[src/rtl/scan_pkg.sv]
// scan_pkg: shared state encoding and constants for the scan chain controller.
package scan_pkg;

    typedef enum logic [2:0] {
        IDLE      = 3'd0,
        SHIFT_IN  = 3'd1,
        CAPTURE   = 3'd2,
        SHIFT_OUT = 3'd3,
        DONE      = 3'd4
    } state_t;

    localparam int   DEF_CHAIN_LEN = 8;
    localparam logic SCAN_FILL     = 1'b0;

endpackage

[src/rtl/scan_shift_reg.sv]
// scan_shift_reg: parallel-load / serial-shift register; shifts toward the MSB, MSB is serial_out.
module scan_shift_reg #(
    parameter int W = 8
) (
    input  logic         clk,
    input  logic         reset_n,
    input  logic         load,
    input  logic         shift,
    input  logic [W-1:0] load_val,
    input  logic         serial_in,
    output logic [W-1:0] q,
    output logic         serial_out
);

    always_ff @(posedge clk) begin
        if (!reset_n)
            q <= '0;
        else if (load)
            q <= load_val;
        else if (shift)
            q <= {q[W-2:0], serial_in};
    end

    assign serial_out = q[W-1];

endmodule

[src/rtl/scan_chain_ctrl.sv]
// scan_chain_ctrl: loads a pattern into a mux-D scan chain, pulses one capture, unloads the response.
// Define SCAN_CHAIN_CTRL_COMPARE_EN to add expected_in and a registered mismatch flag.
module scan_chain_ctrl
    import scan_pkg::*;
#(
    parameter int CHAIN_LEN = DEF_CHAIN_LEN
) (
    input  logic                 clk,
    input  logic                 reset_n,
    input  logic                 start,
    input  logic [CHAIN_LEN-1:0] pattern_in,
`ifdef SCAN_CHAIN_CTRL_COMPARE_EN
    input  logic [CHAIN_LEN-1:0] expected_in,
    output logic                 mismatch,
`endif
    output logic                 busy,
    output logic                 scan_en,
    output logic                 scan_in,
    input  logic                 scan_out,
    output logic [CHAIN_LEN-1:0] response,
    output logic                 resp_valid,
    input  logic                 resp_ready
);

    localparam int CNT_W = $clog2(CHAIN_LEN + 1);

    state_t               state;
    logic [CNT_W-1:0]     cnt;
    logic [CHAIN_LEN-1:0] pat_q;
    logic                 pat_msb;
    logic                 resp_msb;
    logic                 accept;
    logic                 last;
    logic                 unused;

    assign accept  = (state == IDLE) && start;
    assign last    = cnt == CNT_W'(CHAIN_LEN - 1);
    assign scan_in = (state == SHIFT_IN) && pat_msb;
    assign unused  = ^{pat_q, resp_msb};

    scan_shift_reg #(.W(CHAIN_LEN)) u_pattern (
        .clk        (clk),
        .reset_n    (reset_n),
        .load       (accept),
        .shift      (state == SHIFT_IN),
        .load_val   (pattern_in),
        .serial_in  (SCAN_FILL),
        .q          (pat_q),
        .serial_out (pat_msb)
    );

    // Collects the tail bit on the same edge the chain shifts, so flop k lands in bit k.
    scan_shift_reg #(.W(CHAIN_LEN)) u_response (
        .clk        (clk),
        .reset_n    (reset_n),
        .load       (1'b0),
        .shift      (state == SHIFT_OUT),
        .load_val   ('0),
        .serial_in  (scan_out),
        .q          (response),
        .serial_out (resp_msb)
    );

    always_ff @(posedge clk) begin
        if (!reset_n) begin
            state      <= IDLE;
            cnt        <= '0;
            scan_en    <= 1'b0;
            busy       <= 1'b0;
            resp_valid <= 1'b0;
        end else begin
            case (state)
                IDLE:
                    if (start) begin
                        state   <= SHIFT_IN;
                        cnt     <= '0;
                        scan_en <= 1'b1;
                        busy    <= 1'b1;
                    end
                SHIFT_IN:
                    if (last) begin
                        state   <= CAPTURE;
                        scan_en <= 1'b0;
                    end else
                        cnt <= cnt + 1'b1;
                CAPTURE: begin
                    state   <= SHIFT_OUT;
                    cnt     <= '0;
                    scan_en <= 1'b1;
                end
                SHIFT_OUT:
                    if (last) begin
                        state      <= DONE;
                        scan_en    <= 1'b0;
                        resp_valid <= 1'b1;
                    end else
                        cnt <= cnt + 1'b1;
                DONE:
                    if (resp_ready) begin
                        state      <= IDLE;
                        resp_valid <= 1'b0;
                        busy       <= 1'b0;
                    end
                default: begin
                    state      <= IDLE;
                    scan_en    <= 1'b0;
                    busy       <= 1'b0;
                    resp_valid <= 1'b0;
                end
            endcase
        end
    end

`ifdef SCAN_CHAIN_CTRL_COMPARE_EN
    logic [CHAIN_LEN-1:0] exp_q;
    logic [CHAIN_LEN-1:0] resp_next;

    // Compare against the value the response register takes on the DONE-entry edge.
    assign resp_next = {response[CHAIN_LEN-2:0], scan_out};

    always_ff @(posedge clk) begin
        if (!reset_n) begin
            exp_q    <= '0;
            mismatch <= 1'b0;
        end else begin
            if (accept)
                exp_q <= expected_in;
            if (state == SHIFT_OUT && last)
                mismatch <= |(resp_next ^ exp_q);
            else if (state == DONE && resp_ready)
                mismatch <= 1'b0;
        end
    end
`endif

endmodule
[config.mk]
export PLATFORM = sky130hd
export DESIGN_NAME = scan_chain_ctrl
export DESIGN_NICKNAME = d
export VERILOG_FILES = /design/src/rtl/scan_pkg.sv /design/src/rtl/scan_shift_reg.sv /design/src/rtl/scan_chain_ctrl.sv
export SDC_FILE = /design/constraint.sdc
export NUM_CORES = 1
export LEC_CHECK = 0
export CAP_MARGIN = 20
export CORE_MARGIN = 4
export CORE_UTILIZATION = 55
export CTS_BUF_LIST = sky130_fd_sc_hd__clkbuf_2 sky130_fd_sc_hd__clkbuf_4 sky130_fd_sc_hd__clkbuf_8
export DETAILED_ROUTE_END_ITERATION = 16
export PLACE_DENSITY = 0.83
export SETUP_SLACK_MARGIN = 0.02
export SLEW_MARGIN = 15
export SYNTH_ARGS = -nofsm -noshare
export SYNTH_HDL_FRONTEND = slang
export SYNTH_HIERARCHICAL = 1
export SYNTH_SLANG_ARGS = --single-unit
[constraint.sdc]
create_clock -name clk -period 2.84 [get_ports clk]
set_clock_uncertainty 0.05 [all_clocks]
set_input_delay 0.568 -clock clk [delete_from_list [all_inputs] [get_ports clk]]
set_output_delay 0.568 -clock clk [all_outputs]
set_load 0.03 [all_outputs]
==> results.cfg, run 1 <==
[run_status]
status = complete, no violations

[sta]
fmax_mhz = 404.2
finalSetupViolations = 0
maxSlewHeadroom_pct = 65.64
period_share_pct = 87.10
tightest_slew_ns = 0.5154
period_needed_ns = 2.474
rsz0062_at_grt = false
fin_tns_setup_ns = 0
finalHoldViolCount = 0
maxSlewViolCount = 0

[synth]
synth_warnings = 6
avgSynthCellArea_um2 = 10.80
synthCells = 130
syn-cell-area_um2 = 1404

[run]
maxCapViolCount = 0

[drt]
vias = 1048
drt-total-wl_um = 2581
firstDrtPassIters = 4
drtAntennaViolNets = 0
wl_per_cell_um = 13.17
via_per_inst = 5.347
drt_iter0_markers = 28
drc = 0

[floorplan]
die-area_um2 = 3425
die_w_um = 58.52
core_area_um2 = 2455
fp.dieH_um = 58.52
ioPinCount = 25
initial_core_util_pct = 57.19
num_rows = 18

[critical_path]
path_depth = 4
critPathKind = register to primary output
endpoint_kind = primary output
cpPeakStageDelay_ns = 0.67
cp_max_fo = 8
required_ns = 2.22
cp_cell_sequence = nand2b_1 -> nor2_1 -> and2_1 -> clkdlybuf4s50_1
slowest_stage = clkdlybuf4s50_1
crit_family = buffers and inverters
critPathBufInv = 1
worstRegToRegCells = 4
cp.arrival_ns = 1.86
critPathLaunchType = register

[pwr]
internal_power_uw = 628.2
leakagePower_uw = 0.0008549
switchingPower_uw = 202.9
clkPwrFrac_pct = 30.6
p_comb_share_pct = 20.5
sequentialPowerShare_pct = 49.0
pwr_density_cell_nw_per_um2 = 475.1
ir_drop_v = 0.0003522
switching_share_pct = 24.41

[clock_network]
clockBufferDepth = 2
cts-root-buf = clkbuf_4
clock_latency_ns = 0.32
cts-resized-gates = 0
cts_tree = done
clk_pin_slew_ns = 0.14
htreeDepth = 1
cts_setup_buffers = 0
cts.hold.buffers_added = 0
numCtsBuffers = 3
cts.sinks = 26

[final_layout]
fillers = 196
nNetsFinal = 181
layout_commonest_cell = dfxtp_1
drive_gt1_share_pct = 13.25
antennaDiodeCount = 0
final_cell_mix = dfxtp_1, clkdlybuf4s50_1, o211a_1
area_delta_synth_final_pct = 24.60
fin_cells = 196

[grt]
grt_max_degree = 30
overflow = 0
grt_usage_pct = 16.61
antenna_found_initial = 0
grt_pass1_wl_um = 4471
grt_pass1_vias = 1029

[placement]
globalplace.congestion = 0.8207
dpl.cell_count = 192
detailed_place_hpwl_um = 1905
portBuffers = 24

[worst_hold_path]
hp-class = register to register
hold_depth = 2
[area by class of cell]
cell class	instances	area, µm²	area share [%]
Multi-Input combinational cell	109	879.6	50.29
Inverter	1	3.754	0.2146
Sequential cell	26	520.5	29.76
Clock inverter	1	30.03	1.717
Timing Repair Buffer	26	255.2	14.59
Tap cell	30	37.54	2.146
Clock buffer	3	22.52	1.288
[worst register-to-register path: cells and delay by family (launching register included)]
kind               cells  cell delay, ns
AOI/OAI and AO/OA      1            0.20
DFF                    1            0.47
muxes                  1            0.35
and+or+nand+nor        2            0.77
[power by group through the flow]
stage          logic, µW  registers, µW  clock network (µW)
2_1_floorplan        102            429                   0
3_3_place_gp         164            413                   0
3_5_place_dp         169            415                   0
4_1_cts              170            407                 262
5_1_grt              185            411                 276
6_report             170            407                 254
[sequential cells by signal, summed over array words and instances (netlist names)]
register / flops
resp_valid: 1
busy: 1
cnt: 4
state: 3
u_pattern/q: 8
u_response/q: 8
scan_en: 1
[per-stage QoR]
step / total power [µW] / hold WS, ns / util [%] / worst slack, ns / cell area (µm²)
2_1_floorplan: 531.3 / 0.4024 / - / 1.270 / 1460
3_3_place_gp: 576.7 / 0.4125 / 69.11 / 0.7573 / 1697
3_5_place_dp: 583.8 / 0.4328 / 69.11 / 0.7256 / 1697
4_1_cts: 839.1 / 0.4505 / 71.25 / 0.3439 / 1749
5_1_grt: 871.9 / 0.4880 / 71.25 / 0.2225 / 1749
6_report: 831.1 / 0.4504 / 71.25 / 0.3663 / 1749
[worst paths after layout]
check | from | endpoint | slack, ns
worst max-delay path | state[0] | scan_in | 0.37
worst min-delay path | cnt[1] | cnt[1] | 0.45
worst max register to register | state[0] | u_response/q[1] | 0.91
worst min register to register | cnt[1] | cnt[1] | 0.45
[metal layers]
layer	vias up	wire, µm	GRT usage (%)
met2	23	1232	28.87
met3	2	120	3.509
met1	492	1221	20.49
li1	531	-	-
met4	0	8	4.967
met5	-	0	0
Power figures use the tool's default switching activity.
==> inputs of run 2 (changes only) <==
--- a/config.mk
+++ b/config.mk
@@ -9,6 +9,7 @@
 export CORE_MARGIN = 4
 export CORE_UTILIZATION = 55
 export CTS_BUF_LIST = sky130_fd_sc_hd__clkbuf_2 sky130_fd_sc_hd__clkbuf_4 sky130_fd_sc_hd__clkbuf_8
+export CTS_CLUSTER_SIZE = 10
 export DETAILED_ROUTE_END_ITERATION = 16
 export PLACE_DENSITY = 0.83
 export SETUP_SLACK_MARGIN = 0.02
==> results of run 2 <==
Same layout as run 1: the final DEF is identical, and so are final timing and power.
